File: src/rtl/mips_pkg.sv
// Shared MIPS datapath constants: word width, register index width and
// architecturally fixed register indices.
package mips_pkg;

  localparam int unsigned DATA_W     = 32;
  localparam int unsigned REG_ADDR_W = 5;

  localparam logic [REG_ADDR_W-1:0] REG_ZERO = 5'd0;
  localparam logic [REG_ADDR_W-1:0] REG_RA   = 5'd31;

endpackage

File: src/rtl/regfile_write_decoder.sv
// Turns the write-back control (reg_write, write_reg) into a one-hot
// per-register write enable; register 0 is never enabled.
module regfile_write_decoder #(
  parameter int unsigned ADDR_W = mips_pkg::REG_ADDR_W
) (
  input  logic                   reg_write,
  input  logic [ADDR_W-1:0]      write_reg,
  output logic [2**ADDR_W-1:0]   write_en
);

  // The index is only used once reg_write qualifies it, so an unknown
  // destination index with writes disabled can never raise an enable.
  always_comb begin
    write_en = '0;
    if (reg_write) begin
      write_en[write_reg] = 1'b1;
    end
    write_en[0] = 1'b0;
  end

endmodule

File: src/rtl/mips_register_file.sv
// MIPS general-purpose register file: two combinational read ports, one
// synchronous write port, hardwired zero register. Optional same-cycle
// write-to-read forwarding is enabled by defining REGFILE_WRITE_BYPASS_EN.
module mips_register_file #(
  parameter int unsigned DATA_W = mips_pkg::DATA_W,
  parameter int unsigned ADDR_W = mips_pkg::REG_ADDR_W
) (
  input  logic              clk,
  input  logic              rst,
  input  logic              reg_write,
  input  logic [ADDR_W-1:0] write_reg,
  input  logic [DATA_W-1:0] write_data,
  input  logic [ADDR_W-1:0] read_reg1,
  input  logic [ADDR_W-1:0] read_reg2,
  output logic [DATA_W-1:0] read_data1,
  output logic [DATA_W-1:0] read_data2
);

  localparam int unsigned DEPTH = 2**ADDR_W;

  logic [DATA_W-1:0] regs [DEPTH];
  logic [DEPTH-1:0]  write_en;

  regfile_write_decoder #(
    .ADDR_W (ADDR_W)
  ) u_write_decoder (
    .reg_write (reg_write),
    .write_reg (write_reg),
    .write_en  (write_en)
  );

  always_ff @(posedge clk or posedge rst) begin
    if (rst) begin
      for (int unsigned i = 0; i < DEPTH; i++) begin
        regs[i] <= '0;
      end
    end else begin
      for (int unsigned i = 0; i < DEPTH; i++) begin
        if (write_en[i]) begin
          regs[i] <= write_data;
        end
      end
    end
  end

  // Reads are forced to zero during reset so a forwarded write cannot leak
  // through while the array itself is being cleared.
  always_comb begin
    read_data1 = regs[read_reg1];
    read_data2 = regs[read_reg2];
`ifdef REGFILE_WRITE_BYPASS_EN
    if (reg_write && (write_reg == read_reg1)) begin
      read_data1 = write_data;
    end
    if (reg_write && (write_reg == read_reg2)) begin
      read_data2 = write_data;
    end
`else
`endif
    if (rst || (read_reg1 == '0)) begin
      read_data1 = '0;
    end
    if (rst || (read_reg2 == '0)) begin
      read_data2 = '0;
    end
  end

endmodule

File: config.mk
export PLATFORM = sky130hd
export DESIGN_NAME = mips_register_file
export DESIGN_NICKNAME = d
export VERILOG_FILES = /design/src/rtl/mips_pkg.sv /design/src/rtl/regfile_write_decoder.sv /design/src/rtl/mips_register_file.sv
export SDC_FILE = /design/constraint.sdc
export NUM_CORES = 2
export LEC_CHECK = 0
export ABC_CLOCK_PERIOD_IN_PS = 89500
export BUFFER_PORTS_ARGS = -buffer_cell sky130_fd_sc_hd__buf_2
export CAP_MARGIN = 30
export CELL_PAD_IN_SITES_DETAIL_PLACEMENT = 1
export CELL_PAD_IN_SITES_GLOBAL_PLACEMENT = 1
export CORE_ASPECT_RATIO = 0.5
export CORE_MARGIN = 3
export CORE_UTILIZATION = 27
export CTS_CLUSTER_SIZE = 40
export DETAILED_ROUTE_END_ITERATION = 16
export PLACE_DENSITY_LB_ADDON = 0.1
export SETUP_SLACK_MARGIN = 0.1
export SYNTH_ARGS = -nofsm -noshare
export SYNTH_HDL_FRONTEND = slang
export SYNTH_SLANG_ARGS = --single-unit
File: constraint.sdc
create_clock -name clk -period 89.5 [get_ports clk]
set_clock_uncertainty 0.1 [all_clocks]
set_input_delay 17.9 -clock clk [delete_from_list [all_inputs] [get_ports clk]]
set_output_delay 17.9 -clock clk [all_outputs]
set_load 0.005 [all_outputs]
==> flow_summary.toml <==
[outcome]
status = "complete, no violations"

[routing]
drc = 0
wl_um = 221600
vias = 34490
via_per_inst = 5.513
drtIter0Drc = 2548
wl_per_cell_um = 35.41
antenna_left = 0
dr.pass1.iters = 5

[sta]
fin_crit_ps = 40280
hold_violations = 0
fin_ws_ps = 49220
rsz0062_at_grt = "no"
max_freq_mhz = 24.83
slew_violations = 0
holdWs_ps = 413.4
worst_pin_slew_ps = 1283
setup-violations-final = 0
post-route-period-util_pct = 45.01
relSlewSlack_pct = 14.48
fin_tns_setup_ps = 0

[synthesis]
yosysWarnings = 0
ys.flop_type = "dfrtp_1"
netlist_instances = 3585
synth_fp_nets = 3635
async_flop_share_pct = 100.0
synth_top_cell_area_share_pct = 45.78
avgSynthCellArea_um2 = 15.13
ys_seq_area_share_pct = 45.78
netlist_top_cells_area = "dfrtp_1, mux2_2, mux4_2"
synth_edf_count = 0
synthDistinctLibCells = 54
synth_seq_cells = 992
yosysTopAreaCell = "dfrtp_1"
netlist_area_um2 = 54230

[setup_path]
crit_family = "buffers and inverters"
cp-start-kind = "input pin"
crit_path_max_incr_delay_ps = 1070
r2r-start = "regs[362]"
crit_path_end_kind = "output port"
cp_max_fo = 47
path_class = "in2out"
crit_chain = "buf_8 -> buf_4 -> buf_4 -> nor3_1 -> o21bai_4 -> buf_4 -> nand4_1 -> a222oi_1 -> buf_2"
crit_top_cell = "buf_4"
cp_num_buf_inv = 5
r2r-end = "regs[362]"
reg2regPathDepth = 1
crit_arrival_ps = 22280
timing.reg2reg.setup_slack_ps = 88590
cp_data_required_time_ps = 71500
cp_slowest_cell = "a222oi_1"

[global_routing]
grt_pass1_vias = 36930
grt_max_degree = 160
grt_use_total_pct = 21.30
antenna_found_initial = 25
grt_pass1_wl_um = 310600
grt_overflow_total = 0

[pwr]
power_mw = 1.370
ir_drop_uv = 14.79
power.density_nw_per_um2 = 22.46
total_leakage_power_nw = 25.90

[clocking]
post_cts_resized = 0
cts_setup_buffers = 0
postCtsHoldBufs = 0
cts_buffer_depth = 3
cts_root_buf = "clkbuf_16"
clk_latency_ps = 720
cts.clk_slew.worst_paths_ps = 60
cts_sinks = 992
h-tree-depth = 3
cts_buffers = 109
tritoncts = "done"

[hold_path]
min-delay-start = "regs[373]"
holdPathStages = 1
hold_end = "regs[373]"
min_path_type = "reg2reg"

[cells_and_area]
syn_to_final_growth_pct = 12.46
final_net_count = 3582
reg_top3 = "regs x992"
largest_register = "regs"
largest_reg_flops = 992
num-fill-cells = 20350
final_util_pct = 30.78
stdcell_area_um2 = 60980
drive_above_1_share_pct = 54.43
stdcell_count = 6256

[die]
die_w_um = 639.8
num_rows = 115
die_h_um = 322.9
start_util_pct = 27.37
dieArea_um2 = 206600
core_area_um2 = 198100
ios = 114

[placed_design]
dp_hpwl_um = 130400
dp.cells = 6052
place.gp.congestion = 0.7558
place_ws_ps = 49190
io_buffer_count = 113
place_area_um2 = 57270

[flow_run]
drv_cap = 0
[synthesized netlist by cell type (4+ instances only)]
cell type and n:
nand3b_1 4, buf_2 96, a32oi_1 30, buf_12 10
mux4_1 9, a2111oi_1 5, nand4_1 32, mux2_1 18
a222oi_1 32, a2111oi_2 26, buf_6 45, nor2_4 5
nor3_1 5, buf_4 42, dfrtp_1 992, nor3b_1 4
buf_1 49, mux2_2 1103, a21oi_1 30, mux4_2 375
mux2i_1 223, a22oi_1 60, nor2b_1 13, nand2b_1 68
nand2_1 52, clkbuf_1 140, nor2_1 17, a221o_1 63
[how the worst max path moves through the flow]
stage / from / to / slack (ps) / cells after the start
2_1_floorplan: rst / read_data1[16] / 22540 / 4
3_3_place_gp: rst / read_data1[28] / 49310 / 8
3_5_place_dp: rst / read_data1[28] / 49190 / 8
4_1_cts: rst / read_data1[28] / 49180 / 8
5_1_grt: rst / read_data1[28] / 48850 / 8
6_report: read_reg1[1] / read_data1[20] / 49220 / 9
[layout make-up]
class / count / area [um2] / area share [%]
antenna: 3 / 7.507 / 0.01231
timing repair buffer: 224 / 1750 / 2.870
sequential: 992 / 24820 / 40.71
clock buffer: 162 / 3237 / 5.308
inverter: 2 / 17.52 / 0.02872
clock inverter: 38 / 445.4 / 0.7304
multi-input combinational: 2203 / 27410 / 44.94
tap: 2632 / 3293 / 5.400
[metal layers]
metal  global-route usage (%)  vias up  share of wire (%)
met5                        0        -                  0
met4                    5.396        0                2.7
met3                    2.873      282                4.2
met2                    33.55      871                 45
met1                    30.84    19470                 48
li1                         -    13870                  -
[layout by cell type, fill, tap and decap left out, types with 3 or more instances in the layout]
cell        instances
mux4_1              9
inv_6               3
nor3_1              5
nor3b_1             4
clkinv_2           19
nand4_1            32
buf_2             109
nor2_4             18
nand2_4             8
a2111oi_2          28
buf_12              7
nor2b_4            10
a221o_1            63
a2111oi_1           3
mux2_2           1103
and2_2              3
clkinvlp_4          4
buf_4              92
nor2_1              4
bufinv_16           7
nand2_2             8
a222oi_1           32
mux2i_1           223
mux2_1             18
clkbuf_8           31
dfrtp_1           992
a21oi_1            30
mux4_2            375
diode_2             3
a22oi_1            60
nand3b_1            4
buf_8               4
nand2b_1           67
and3_1              3
nand2_1            36
clkbuf_1           22
a32oi_1            30
clkbuf_16         109
buf_16             11
[report_power, final]
group / leakage (nW) / internal (mW) / total, mW / switching [mW]
Sequential: 12.7 / 0.537 / 0.602 / 0.0659
Combinational: 11.4 / 0.163 / 0.289 / 0.126
Clock: 1.82 / 0.271 / 0.478 / 0.207
[cells by family after synthesis]
logic type             Yosys count  synth area share [%]
and+or+nand+nor                219                 2.294
DFF                            992                 45.78
muxes                         1728                 43.41
AOI/OAI and AO/OA              256                 4.322
buffers and inverters          390                 4.199
(Power assumes the default switching activity.)
